**config.mk**
```make
export PLATFORM = sky130hd
export DESIGN_NAME = rx_iq_src_ctrl
export DESIGN_NICKNAME = d
export VERILOG_FILES = /design/src/rtl/rx_iq_src_ctrl.sv
export SDC_FILE = /design/constraint.sdc
export NUM_CORES = 1
export LEC_CHECK = 0
export ABC_AREA = 1
export BUFFER_PORTS_ARGS = -buffer_cell sky130_fd_sc_hd__buf_2
export CAP_MARGIN = 10
export CORE_MARGIN = 1.5
export CORE_UTILIZATION = 52
export DETAILED_ROUTE_END_ITERATION = 10
export GPL_TIMING_DRIVEN = 0
export PLACE_DENSITY = 0.81
export SYNTH_ARGS = -nofsm -noshare
export SYNTH_HDL_FRONTEND = slang
export SYNTH_SLANG_ARGS = --single-unit
export TNS_END_PERCENT = 30
```
**constraint.sdc**
```tcl
create_clock -name clk -period 2.3 [get_ports clk]
set_input_delay 0.115 -clock clk [delete_from_list [all_inputs] [get_ports clk]]
set_output_delay 0.115 -clock clk [all_outputs]
set_load 0.005 [all_outputs]
```
**src/rtl/rx_iq_src_ctrl.sv**
```systemverilog
// Source scheduler for the receive I/Q FIFO: muxes RF, loopback and ramp sources and
// sequences every source change through gate, drain, flush and settle phases.
module rx_iq_src_ctrl #(
  parameter int IQ_DATA_WIDTH  = 16,
  parameter int FLUSH_CYCLES   = 8,
  parameter int DRAIN_TIMEOUT  = 200,
  parameter int PATTERN_PERIOD = 5
) (
  input  logic                       clk,
  input  logic                       rstn,
  input  logic [1:0]                 src_sel_req,
  input  logic                       src_sel_apply,
  input  logic [4*IQ_DATA_WIDTH-1:0] rf_iq,
  input  logic                       rf_iq_valid_in,
  input  logic [4*IQ_DATA_WIDTH-1:0] lb_iq,
  input  logic                       lb_iq_valid_in,
  input  logic                       fifo_emptyn,
  input  logic                       drop_clr,
  output logic [4*IQ_DATA_WIDTH-1:0] bw20_iq,
  output logic                       bw20_iq_valid,
  output logic                       fifo_in_en,
  output logic                       fifo_out_en,
  output logic                       fifo_rstn,
  output logic [1:0]                 src_sel_active,
  output logic                       busy,
  output logic [15:0]                drop_count,
  output logic                       drain_timeout_flag
);

  localparam logic [7:0] FLUSH_LAST = 8'(FLUSH_CYCLES - 1);
  localparam logic [7:0] DRAIN_LAST = 8'(DRAIN_TIMEOUT - 1);
  localparam logic [4:0] PAT_LAST   = 5'(PATTERN_PERIOD - 1);

  typedef enum logic [2:0] {S_RUN, S_GATE, S_DRAIN, S_FLUSH, S_SETTLE} state_t;

  state_t                     state_reg, state_next;
  logic [7:0]                 cnt_reg, cnt_next;
  logic [1:0]                 target_reg, target_next;
  logic [1:0]                 pend_reg, pend_next;
  logic                       pend_valid_reg, pend_valid_next;
  logic [1:0]                 active_reg, active_next;
  logic [1:0]                 prev_src_reg;
  logic [4:0]                 div_reg;
  logic [IQ_DATA_WIDTH-1:0]   ramp_reg;
  logic [4*IQ_DATA_WIDTH-1:0] bw20_iq_reg;
  logic                       bw20_iq_valid_reg;
  logic                       fifo_in_en_reg, fifo_out_en_reg, fifo_rstn_reg, busy_reg;
  logic [15:0]                drop_count_reg;
  logic                       drain_timeout_flag_reg;
  logic                       timeout_hit;

  logic [1:0]                 req_m;
  logic [IQ_DATA_WIDTH-1:0]   ramp_p1;
  logic [4*IQ_DATA_WIDTH-1:0] pat_iq, sel_iq;
  logic                       pat_fire, sel_valid, drop_strobe;

  // Reserved code 3 falls back to the RF front-end.
  assign req_m    = (src_sel_req == 2'd3) ? 2'd0 : src_sel_req;
  assign ramp_p1  = ramp_reg + 1'b1;
  assign pat_iq   = {~ramp_p1, ramp_p1, ~ramp_reg, ramp_reg};
  assign pat_fire = (state_reg == S_RUN) && (div_reg == PAT_LAST);

  always_comb begin
    sel_iq      = rf_iq;
    sel_valid   = rf_iq_valid_in;
    drop_strobe = 1'b0;
    case (active_reg)
      2'd1:    begin sel_iq = lb_iq;  sel_valid = lb_iq_valid_in; end
      2'd2:    begin sel_iq = pat_iq; sel_valid = pat_fire;       end
      default: begin sel_iq = rf_iq;  sel_valid = rf_iq_valid_in; end
    endcase
    // Drops are charged to the source that was live before the switch began.
    case (prev_src_reg)
      2'd0:    drop_strobe = rf_iq_valid_in;
      2'd1:    drop_strobe = lb_iq_valid_in;
      default: drop_strobe = 1'b0;
    endcase
  end

  always_comb begin
    state_next      = state_reg;
    cnt_next        = cnt_reg;
    target_next     = target_reg;
    pend_next       = pend_reg;
    pend_valid_next = pend_valid_reg;
    active_next     = active_reg;
    timeout_hit     = 1'b0;
    if (src_sel_apply && state_reg != S_RUN) begin
      pend_valid_next = 1'b1;
      pend_next       = req_m;
    end
    case (state_reg)
      S_RUN: begin
        pend_valid_next = 1'b0;
        if (src_sel_apply) begin
          if (req_m != active_reg) begin
            target_next = req_m;
            state_next  = S_GATE;
          end
        end else if (pend_valid_reg && pend_reg != active_reg) begin
          target_next = pend_reg;
          state_next  = S_GATE;
        end
      end
      S_GATE: begin
        state_next = S_DRAIN;
        cnt_next   = 8'd0;
      end
      S_DRAIN: begin
        if (!fifo_emptyn) begin
          state_next = S_FLUSH;
          cnt_next   = 8'd0;
        end else if (cnt_reg == DRAIN_LAST) begin
          state_next  = S_FLUSH;
          cnt_next    = 8'd0;
          timeout_hit = 1'b1;
        end else begin
          cnt_next = cnt_reg + 8'd1;
        end
      end
      S_FLUSH: begin
        if (cnt_reg == FLUSH_LAST) begin
          state_next  = S_SETTLE;
          cnt_next    = 8'd0;
          active_next = target_reg;
        end else begin
          cnt_next = cnt_reg + 8'd1;
        end
      end
      S_SETTLE: begin
        if (cnt_reg == 8'd1) begin
          state_next = S_RUN;
          cnt_next   = 8'd0;
        end else begin
          cnt_next = cnt_reg + 8'd1;
        end
      end
      default: begin
        state_next = S_FLUSH;
        cnt_next   = 8'd0;
      end
    endcase
  end

  always_ff @(posedge clk) begin
    if (!rstn) begin
      state_reg              <= S_FLUSH;
      cnt_reg                <= 8'd0;
      target_reg             <= 2'd0;
      pend_reg               <= 2'd0;
      pend_valid_reg         <= 1'b0;
      active_reg             <= 2'd0;
      prev_src_reg           <= 2'd0;
      div_reg                <= 5'd0;
      ramp_reg               <= '0;
      bw20_iq_reg            <= '0;
      bw20_iq_valid_reg      <= 1'b0;
      fifo_in_en_reg         <= 1'b0;
      fifo_out_en_reg        <= 1'b0;
      fifo_rstn_reg          <= 1'b0;
      busy_reg               <= 1'b1;
      drop_count_reg         <= 16'd0;
      drain_timeout_flag_reg <= 1'b0;
    end else begin
      state_reg      <= state_next;
      cnt_reg        <= cnt_next;
      target_reg     <= target_next;
      pend_reg       <= pend_next;
      pend_valid_reg <= pend_valid_next;
      active_reg     <= active_next;
      if (state_reg == S_RUN) prev_src_reg <= active_reg;
      // Divider and ramp sit at zero outside RUN so every RUN entry restarts the ramp.
      if (state_reg != S_RUN) begin
        div_reg  <= 5'd0;
        ramp_reg <= '0;
      end else if (pat_fire) begin
        div_reg  <= 5'd0;
        ramp_reg <= ramp_p1;
      end else begin
        div_reg <= div_reg + 5'd1;
      end
      bw20_iq_valid_reg <= (state_reg == S_RUN) && sel_valid;
      if (state_reg == S_RUN && sel_valid) bw20_iq_reg <= sel_iq;
      fifo_in_en_reg  <= (state_next == S_RUN);
      fifo_out_en_reg <= (state_next == S_RUN) || (state_next == S_GATE) || (state_next == S_DRAIN);
      fifo_rstn_reg   <= (state_next != S_FLUSH);
      busy_reg        <= (state_next != S_RUN);
      if (drop_clr)
        drop_count_reg <= 16'd0;
      else if (state_reg != S_RUN && drop_strobe && drop_count_reg != 16'hFFFF)
        drop_count_reg <= drop_count_reg + 16'd1;
      if (drop_clr)
        drain_timeout_flag_reg <= 1'b0;
      else if (timeout_hit)
        drain_timeout_flag_reg <= 1'b1;
    end
  end

  assign bw20_iq            = bw20_iq_reg;
  assign bw20_iq_valid      = bw20_iq_valid_reg;
  assign fifo_in_en         = fifo_in_en_reg;
  assign fifo_out_en        = fifo_out_en_reg;
  assign fifo_rstn          = fifo_rstn_reg;
  assign src_sel_active     = active_reg;
  assign busy               = busy_reg;
  assign drop_count         = drop_count_reg;
  assign drain_timeout_flag = drain_timeout_flag_reg;

endmodule

```
==> key figures <==
Setup path
  – R2R depth: 10
  – Crit end category: flop
  – Reg2reg start: drop_count[0]$_SDFFE_PP0P_
  – Critical Path Source: drop_count[0]$_SDFFE_PP0P_
  – Worst-path cell chain: ha_1 -> nand2_1 -> inv_1 -> nand2_1 -> nor2_1 -> nand3_1 -> nand2_1 -> clkbuf_1 -> nand2_1 -> a21oi_1
  – Most frequent CP cell: nand2_1
  – R2R Path End: drop_count[9]$_SDFFE_PP0P_
  – Slowest cell on crit path: dfxtp_1
  – Critical path type: reg -> reg
  – Max FO, Critical Path: 10
  – WP data required: 2660 ps
  – Critical path startpoint category: flop
  – Largest stage delay, worst path: around 440 ps
  – Reg2Reg Setup Slack: 100 ps
  – WP data arrival: 2550 ps

Route
  – Initial drt markers: roughly 900
  – Remaining DRCs: 0
  – Via count: around 8400
  – Detail-routed via count per cell: 5.28
  – Post-Route WL: 23.9 mm
  – Post-DRT Antenna Nets: 0
  – 1st-pass router iterations: 6
  – WL/cell: about 15 um

Global route
  – Largest net degree at the start of global routing: 17
  – Busiest grt layer: met2
  – Vias in the first global route: 7514
  – Initial antenna violation count: 0
  – Met2 GRT Util: a little over half
  – Global-route congestion overflow total: 0
  – M1 GR Usage: 42.6%
  – First-pass GRT wire length: 36.9 mm
  – Total track usage: around 33%
  – Grt met3 use: 7.55%

Yosys
  – Main area contributors after synthesis: dfxtp_1 35%, nand2_1 20%, nor2_1 7.7%, o21ai_0 7.1%, inv_1 5.8%
  – Most used DFF post-synth: dfxtp_1
  – Syn avg cell area: 6.22 um^2
  – Post-synth EDFFs: 0
  – Net Count, Synth: 1304
  – Yosys warns: 0
  – Synth area leader: dfxtp_1
  – Post-synth ARST share: 0%
  – Top-count cell post-synth: nand2_1
  – Mapped Cells: roughly 1200
  – FF+latch count, synth: between 100 and 150
  – Share of the synthesized area in the top cell type: between 30% and 40%
  – Seq/Total Area, Yosys: roughly a third
  – Mapped Area: slightly above 7000 um^2
  – Netlist cell types: 33
  – Commonest cells post-synth: 381 x nand2_1, 147 x nor2_1, 127 x dfxtp_1

Timing
  – Crit path time final: between 2000 and 2500 ps
  – Fin. Hold Viols: 0
  – Worst Slack Setup Final: 104 ps
  – Relative slew margins: 47.0%
  – RSZ-0062 raised after global routing: yes
  – Peak Freq: 455 MHz
  – Final Setup Violations: 0
  – Measured slew at the worst slew-check pin: 796 ps
  – Max-slew violation count: 0
  – Setup_tns: 0 ps
  – Final Cycle Share: 95.5%
  – Post-Route Skew: 7.98 ps

Final layout
  – Max FFs per register: 64
  – Nets: 1553
  – Share of cells above drive strength 1: 22.8%
  – Area delta synth->final: 28.8%
  – Final std cells w/o fill: 1597
  – Antenna cells: 0

Power and ir drop
  – VDD IR max: about 0.50 mV
  – Leak: roughly 4.6 nW
  – P per Cell Area: 641 nW/um^2

Min path
  – Worst Hold Depth: 3
  – HP Start: rf_iq[37]
  – Hold endpoint: bw20_iq[37]$_SDFFE_PN0P_
  – Hold Path Class: in -> reg

Run status
  – Status: finished clean

Clock tree
  – CTS tree: done
  – CTS buffer count: 17
  – Clock transition at path regs: 60 ps
  – Root Buffer Master: clkbuf_16
  – CTS Sinks: 127
  – Longest Clk Path Bufs: 2
  – H-tree levels: 4
  – Worst skew pair latency: ~420 ps

Floorplan
  – Std-Cell Core Area: 13400 um^2
  – Die outline width: 121 um
  – Number of top-level pins: 225
  – Starting Density: 53.8%
  – Full die area: 14600 um^2
  – Die Span Y: ~120 um
  – Num rows: 42

Placement
  – RD Place Congestion: 1.00
  – Detailed placement HPWL: 17.8 mm
  – Placed cells: 1558
  – Port buffer count: approximately 220
  – Place WS: -430 ps

Flow run
  – Max cap viols: 0
## power by group
part	internal (mW)	switching (mW)
Clock	1.89	1.01
Combinational	0.293	0.440
Sequential	2.27	0.0465
Total	4.46	1.50
## worst max-delay path: cells and delay by family, from the launching register on
family                     cells  cell delay [ps]
and+or+nand+nor                6              790
buffers and inverters          2              500
DFF                            1              440
adders and majority gates      1              260
AOI/OAI and AO/OA              1              150
## through the flow
stage | cell area [um^2] | power [mW] | hold WS (ps) | util [%]
after floorplan | 7210 | 2.78 | 273 | -
after detailed placement | 8550 | 3.06 | 418 | 63.8
final | 9290 | 5.96 | 13.6 | 69.3
after global placement | 8550 | 3.05 | 416 | 63.8
after global routing | 9290 | 6.16 | 4.31 | 69.3
after CTS | 9240 | 5.94 | 5.85 | 68.9
## metal layers
layer  vias to the layer above  wire length (um)
li1                       4162                 -
met1                      3771              9940
met2                       451             11000
met3                        54              2380
met4                         0               584
met5                         -                 0
## logic make-up after synthesis
group                      after synthesis  synth area share, %
and+or+nand+nor                        621                 35.0
xor gates and xnor gates                17                 2.06
buffers and inverters                  169                 9.75
DFF                                    127                 35.3
AOI/OAI and AO/OA                      217                 16.5
adders and majority gates                8                 1.39
## placed cells by master (no fill, tap or decap), types with 2 or more instances in the layout
cell type,n
xnor2_1,5
nor2_1,145
or2_2,17
buf_6,8
clkbuf_16,17
buf_1,5
a21oi_1,74
nand4_1,9
o22ai_1,2
o21ai_0,102
a21oi_2,14
o21bai_1,5
inv_1,111
buf_2,229
nand2_1,381
nor3_1,8
clkbuf_1,25
xor2_1,12
dlygate4sd3_1,5
clkinvlp_4,2
bufinv_16,4
clkbuf_8,3
buf_4,4
a22o_1,2
nand2_4,2
dfxtp_1,127
clkinv_1,2
ha_1,7
o21ai_1,9
nand3b_1,7
clkbuf_2,11
nand3_1,46
clkinv_2,3
o211ai_1,6
nand2_2,3
## cell type report
class / instances / area (um^2)
plain buffers: 54 / 288
clock buffers: 22 / 474
clock inverters: 10 / 159
fillers: 1203 / 4110
inverters: 114 / 428
multi-input cells: 863 / 3990
flip-flops and latches: 127 / 2540
well taps: 176 / 220
repair buffers: 231 / 1190
## how the worst max path moves through the flow
| stage | cells past startpoint | end |
|---|---|---|
| finish | 10 | drop_count[9]$_SDFFE_PP0P_ |
| global route | 10 | drop_count[12]$_SDFFE_PP0P_ |
| CTS | 10 | bw20_iq[38]$_SDFFE_PN0P_ |
| detailed placement | 9 | bw20_iq[53]$_SDFFE_PN0P_ |
| floorplan | 11 | bw20_iq[5]$_SDFFE_PN0P_ |
| global placement | 10 | bw20_iq[2]$_SDFFE_PN0P_ |
## what timing repair did
| item | CTS | global route |
|---|---|---|
| endpoints found under the hold margin | 5 | 0 |
| setup endpoints to repair | 65 | 75 |
| gates resized for setup | 6 | 22 |
| pin swaps | 0 | 2 |
| hold buffers | 5 | 0 |
| buffers inserted | 0 | 3 |
Power figures use the tool's default switching activity.
